File: src/rtl/contador_pkg.sv
// Shared constants for the contador counter-chain controller: FSM encodings,
// default digit moduli and the prioritised command code.
package contador_pkg;

    localparam int LO_MOD_DEF = 12;
    localparam int HI_MOD_DEF = 11;

    localparam logic [2:0] ST_IDLE  = 3'd0;
    localparam logic [2:0] ST_RUN   = 3'd1;
    localparam logic [2:0] ST_PAUSE = 3'd2;
    localparam logic [2:0] ST_DONE  = 3'd3;

    typedef enum logic [2:0] {
        CMD_NONE,
        CMD_STOP,
        CMD_LOAD,
        CMD_START,
        CMD_PAUSE,
        CMD_STEP
    } cmd_t;

endpackage

File: src/rtl/contador_digito.sv
// One modulus-MOD digit: synchronous load, wrap-around increment and a
// combinational carry that enables the next digit in the chain.
module contador_digito #(
    parameter int W   = 4,
    parameter int MOD = 12
) (
    input  logic         clk,
    input  logic         rst,
    input  logic         en,
    input  logic         ld,
    input  logic [W-1:0] d,
    output logic [W-1:0] q,
    output logic         carry
);

    localparam logic [W-1:0] Q_MAX = W'(MOD - 1);

    logic [W-1:0] q_reg;

    always_ff @(posedge clk) begin
        if (!rst) begin
            q_reg <= '0;
        end else if (ld) begin
            q_reg <= d;
        end else if (en) begin
            q_reg <= (q_reg == Q_MAX) ? '0 : q_reg + 1'b1;
        end
    end

    assign q     = q_reg;
    assign carry = en && (q_reg == Q_MAX);

endmodule

File: src/rtl/contador_ctrl.sv
// Run/pause/step/load controller for the cascaded low/high counter pair,
// with one-shot stop at a target and match/wrap/done/err event pulses.
module contador_ctrl
    import contador_pkg::*;
#(
    parameter int W      = 4,
    parameter int LO_MOD = LO_MOD_DEF,
    parameter int HI_MOD = HI_MOD_DEF
) (
    input  logic         clk,
    input  logic         rst,
    input  logic         tick,
    input  logic         start,
    input  logic         stop,
    input  logic         pause,
    input  logic         step,
    input  logic         load,
    input  logic [W-1:0] load_lo,
    input  logic [W-1:0] load_hi,
    input  logic [W-1:0] target_lo,
    input  logic [W-1:0] target_hi,
    input  logic         one_shot,
    output logic [W-1:0] cnt_lo,
    output logic [W-1:0] cnt_hi,
    output logic         busy,
    output logic         done,
    output logic         match,
    output logic         wrap,
    output logic         err,
    output logic [2:0]   state
);

    localparam logic [W-1:0] LO_MAX = W'(LO_MOD - 1);
    localparam logic [W-1:0] HI_MAX = W'(HI_MOD - 1);

    logic [2:0]   state_reg, state_next;
    logic         done_reg, match_reg, wrap_reg, err_reg;
    logic         done_next, match_next, err_next;
    logic         adv, clr, ld_ok, load_valid, hit;
    logic         carry_lo, carry_hi;
    logic [W-1:0] nxt_lo, nxt_hi, d_lo, d_hi;
    cmd_t         cmd;

    always_comb begin
        if (stop)       cmd = CMD_STOP;
        else if (load)  cmd = CMD_LOAD;
        else if (start) cmd = CMD_START;
        else if (pause) cmd = CMD_PAUSE;
        else if (step)  cmd = CMD_STEP;
        else            cmd = CMD_NONE;
    end

    assign load_valid = (int'(load_lo) < LO_MOD) && (int'(load_hi) < HI_MOD);

    // Count value after one advance; an out-of-range target can never equal it.
    assign nxt_lo = (cnt_lo == LO_MAX) ? '0 : cnt_lo + 1'b1;
    assign nxt_hi = (cnt_lo != LO_MAX) ? cnt_hi :
                    (cnt_hi == HI_MAX) ? '0 : cnt_hi + 1'b1;
    assign hit    = (nxt_lo == target_lo) && (nxt_hi == target_hi);

    always_comb begin
        state_next = state_reg;
        adv        = 1'b0;
        clr        = 1'b0;
        ld_ok      = 1'b0;
        err_next   = 1'b0;
        case (cmd)
            CMD_STOP: begin
                state_next = ST_IDLE;
                clr        = 1'b1;
            end
            CMD_LOAD: begin
                if (state_reg == ST_RUN) begin
                    adv = tick;
                end else if (load_valid) begin
                    ld_ok = 1'b1;
                    if (state_reg == ST_DONE) state_next = ST_IDLE;
                end else begin
                    err_next = 1'b1;
                end
            end
            CMD_START: begin
                if (state_reg == ST_RUN) adv = tick;
                else                     state_next = ST_RUN;
            end
            CMD_PAUSE: begin
                if (state_reg == ST_RUN) state_next = ST_PAUSE;
            end
            CMD_STEP: begin
                if (state_reg == ST_PAUSE)    adv = 1'b1;
                else if (state_reg == ST_RUN) adv = tick;
            end
            default: begin
                if (state_reg == ST_RUN) adv = tick;
            end
        endcase
        match_next = adv && hit;
        done_next  = match_next && one_shot;
        if (done_next) state_next = ST_DONE;
    end

    assign d_lo = clr ? '0 : load_lo;
    assign d_hi = clr ? '0 : load_hi;

    contador_digito #(.W(W), .MOD(LO_MOD)) u_lo (
        .clk   (clk),
        .rst   (rst),
        .en    (adv),
        .ld    (clr || ld_ok),
        .d     (d_lo),
        .q     (cnt_lo),
        .carry (carry_lo)
    );

    contador_digito #(.W(W), .MOD(HI_MOD)) u_hi (
        .clk   (clk),
        .rst   (rst),
        .en    (carry_lo),
        .ld    (clr || ld_ok),
        .d     (d_hi),
        .q     (cnt_hi),
        .carry (carry_hi)
    );

    always_ff @(posedge clk) begin
        if (!rst) begin
            state_reg <= ST_IDLE;
            done_reg  <= 1'b0;
            match_reg <= 1'b0;
            wrap_reg  <= 1'b0;
            err_reg   <= 1'b0;
        end else begin
            state_reg <= state_next;
            done_reg  <= done_next;
            match_reg <= match_next;
            wrap_reg  <= carry_hi;
            err_reg   <= err_next;
        end
    end

    assign busy  = (state_reg == ST_RUN);
    assign done  = done_reg;
    assign match = match_reg;
    assign wrap  = wrap_reg;
    assign err   = err_reg;
    assign state = state_reg;

endmodule

File: config.mk
export PLATFORM = sky130hd
export DESIGN_NAME = contador_ctrl
export DESIGN_NICKNAME = d
export VERILOG_FILES = /design/src/rtl/contador_pkg.sv /design/src/rtl/contador_digito.sv /design/src/rtl/contador_ctrl.sv
export SDC_FILE = /design/constraint.sdc
export NUM_CORES = 1
export LEC_CHECK = 0
export CAP_MARGIN = 20
export CORE_AREA = 5 5 45 76
export DETAILED_ROUTE_END_ITERATION = 8
export DIE_AREA = 0 0 50 81
export PLACE_DENSITY = 0.77
export SKIP_LAST_GASP = 1
export SYNTH_ARGS = -nofsm -noshare
export SYNTH_HDL_FRONTEND = slang
export SYNTH_HIERARCHICAL = 1
export SYNTH_SLANG_ARGS = --single-unit
File: constraint.sdc
create_clock -name clk -period 2.6 [get_ports clk]
set_input_delay 0.52 -clock clk [delete_from_list [all_inputs] [get_ports clk]]
set_output_delay 0.52 -clock clk [all_outputs]
set_load 0.01 [all_outputs]
==> flow_summary_export.csv <==
group,metric,value,unit
floorplan,die_w,50,um
logic_synthesis,netlist_area,1180,um2
critical_path,cp_slowest_stage_delay,0.49,ns
pwr,peakVddDrop,0.000264,V
job,drv_cap,0,
routing,drt_iter0_markers,40,
finish,final_util,61.7,%
critical_path,critPathCaptureType,"flip-flop",
logic_synthesis,syn_avg_cell_area,7.96,um2
sta,max_freq,0.448,GHz
finish,final_cell_mix,"clkdlybuf4s50_1 (39), nor2b_1 (14), dfxtp_1 (14)",
grt,grt_start_max_net_pins,18,
clock_network,cts_max_level,1,
sta,holdWs,0.629,ns
routing,wl_per_cell,15.3,um
finish,fillerInstances,233,
logic_synthesis,synth-seq-cells,14,
sta,hold_violations,0,
critical_path,critPathKind,"reg2reg",
logic_synthesis,syn_inst,148,
critical_path,cp_max_fo,8,
clock_network,cts_root_buf,"clkbuf_8",
clock_network,path_clk_slew,0.06,ns
clock_network,postCtsSetupRepairBufs,0,
clock_network,ctsResizeCount,0,
clock_network,ctsHoldBuffers,0,
status,status,"finished clean",
sta,fin_crit,2.23,ns
pwr,power.leakage,0.609,nW
sta,rsz0062_at_grt,"false",
placement,routabilityCongestion,0.900,
sta,setup_viol_count_final,0,
finish,layout_commonest_cell,"clkdlybuf4s50_1",
finish,drive_gt1_share,11.5,%
critical_path,cp_cell_sequence,"ha_1 -> and3b_1 -> nand3_1 -> xnor2_1 -> o2111ai_1 -> nor4b_2 -> or2_1",
critical_path,cp.required,2.79,ns
finish,fin_nets,219,
finish,areaGrowthSynthToFinish,40.9,%
critical_path,path_delay_family,"simple AND/OR/NAND/NOR gates",
sta,period_share,85.9,%
worst_hold_path,hp-class,"reg2reg",
placement,io_buffers,39,
routing,drt_drc_violations_left,0,
critical_path,critical_path_buf_inv_count,0,
placement,dp_hpwl,2.62,mm
clock_network,cts_tree,"yes",
routing,vias,1274,
clock_network,cts_buffers,3,
clock_network,cts_buffer_depth,2,
logic_synthesis,async_reset_ff_share,0,%
floorplan,die_h,81,um
grt,antenna_found_initial,0,
grt,grt_pass1_wl,5.42,mm
pwr,p_per_area,379,nW/um2
logic_synthesis,synth.net_count,175,
floorplan,die-area,4050,um2
grt,grtUsageTotal,16.6,%
critical_path,start_kind,"flip-flop",
grt,grt_overflow,0,
routing,ant_nets,0,
critical_path,worstPathArrival,2.43,ns
logic_synthesis,ys_warn_count,6,
routing,drtPass1Iterations,6,
routing,via_per_inst,5.84,
sta,slew_violations,0,
sta,slew_headroom,63.1,%
critical_path,crit_path_top_delay_cell,"dfxtp_1",
grt,grt_pass1_vias,1230,
floorplan,core_area,2690,um2
routing,wirelength,3.34,mm
floorplan,num_rows,25,
floorplan,initial_core_util,43.8,%
clock_network,clock_latency,0.25,ns
logic_synthesis,synth_edf_count,0,
floorplan,ios,41,
finish,n_antenna_cell,0,
pwr,p_total,0.629,mW
sta,fin_tns_setup,0,ns
logic_synthesis,seq_area_frac_synth,23.8,%
logic_synthesis,synth_ff_type,"dfxtp_1",
clock_network,cts.sinks,14,
sta,clock-skew-final,0.00579,ns
logic_synthesis,ys_types,53,
sta,tightestPinTransition,0.552,ns
## metrics by stage
stage,instances,instance area [um2],setup slack [ns]
after floorplan,148,1180,0.416
after global placement,214,1600,0.166
after detailed placement,214,1600,0.125
after CTS,218,1660,0.344
after global routing,218,1660,0.142
final,218,1660,0.366
## final cells by class
class	instances	area, um2	share of cell area [%]
Clock buffer	4	55.1	3.32
Tap cell	27	33.8	2.04
Timing Repair Buffer	45	435	26.2
Multi-Input combinational cell	119	821	49.5
Sequential cell	14	280	16.9
Inverter	9	33.8	2.04
## worst paths after layout
| check | start | end | slack (ns) | depth (start not counted) |
|---|---|---|---|---|
| max | u_lo/q[0] | state[0] | 0.37 | 7 |
| min | state[1] | state[0] | 0.63 | 2 |
| max reg2reg | u_lo/q[0] | state[0] | 0.37 | 7 |
| min reg2reg | state[1] | state[0] | 0.63 | 2 |
## cells in the mapped netlist (all sizes together), types with 3 or more instances
library cell / number / share of area (%)
nor2b: 15 / 8.6
nand2b: 4 / 2.1
buf: 4 / 3.0
xor2: 3 / 2.2
inv: 9 / 2.9
dfxtp: 14 / 24
nor2: 7 / 2.4
o21ai: 9 / 3.8
nand3b: 3 / 1.9
nor3b: 5 / 3.2
nor3: 5 / 2.6
nand2: 8 / 2.8
xnor2: 5 / 3.7
nand4b: 3 / 2.2
a21oi: 8 / 3.4
and2: 3 / 1.7
nand3: 7 / 3.0
## worst reg2reg max path, cell delays in order, from the launching register on
cell and delay [ns]:
dfxtp_1 0.49, ha_1 0.29, and3b_1 0.38, nand3_1 0.14, xnor2_1 0.20, o2111ai_1 0.20
nor4b_2 0.34, or2_1 0.14
## kinds of logic (layout without fill, tap and decap cells)
kind of cell             Yosys count  after routing  share of synthesized area, %
AO/OA/AOI/OAI                     37             37                          22.7
other                              1              1                         0.319
multiplexers                       3              3                          2.66
buffers and inverters             15             58                          6.48
AND/OR/NAND/NOR                   68             68                          35.9
flip-flops                        14             14                          23.8
XOR/XNOR                           8              8                          5.95
adder cells (fa/ha/maj)            2              2                          2.13
## where the power goes
part	leakage [nW]	internal (mW)	switching (mW)	total, mW
clock	0.0288	0.134	0.0791	0.213
sequential	0.115	0.224	0.0233	0.248
combinational	0.466	0.0973	0.0708	0.168
total	0.609	0.456	0.173	0.629
## routing by layer
layer  track usage, %  wire (um)  vias to the layer above
li1                 -          -                      619
met1             16.7       1240                      598
met2             32.6       1890                       49
met3             2.57        153                        8
met4             6.04         66                        0
met5                0          0                        -
Note: power is estimated with default switching activity, not from simulation.
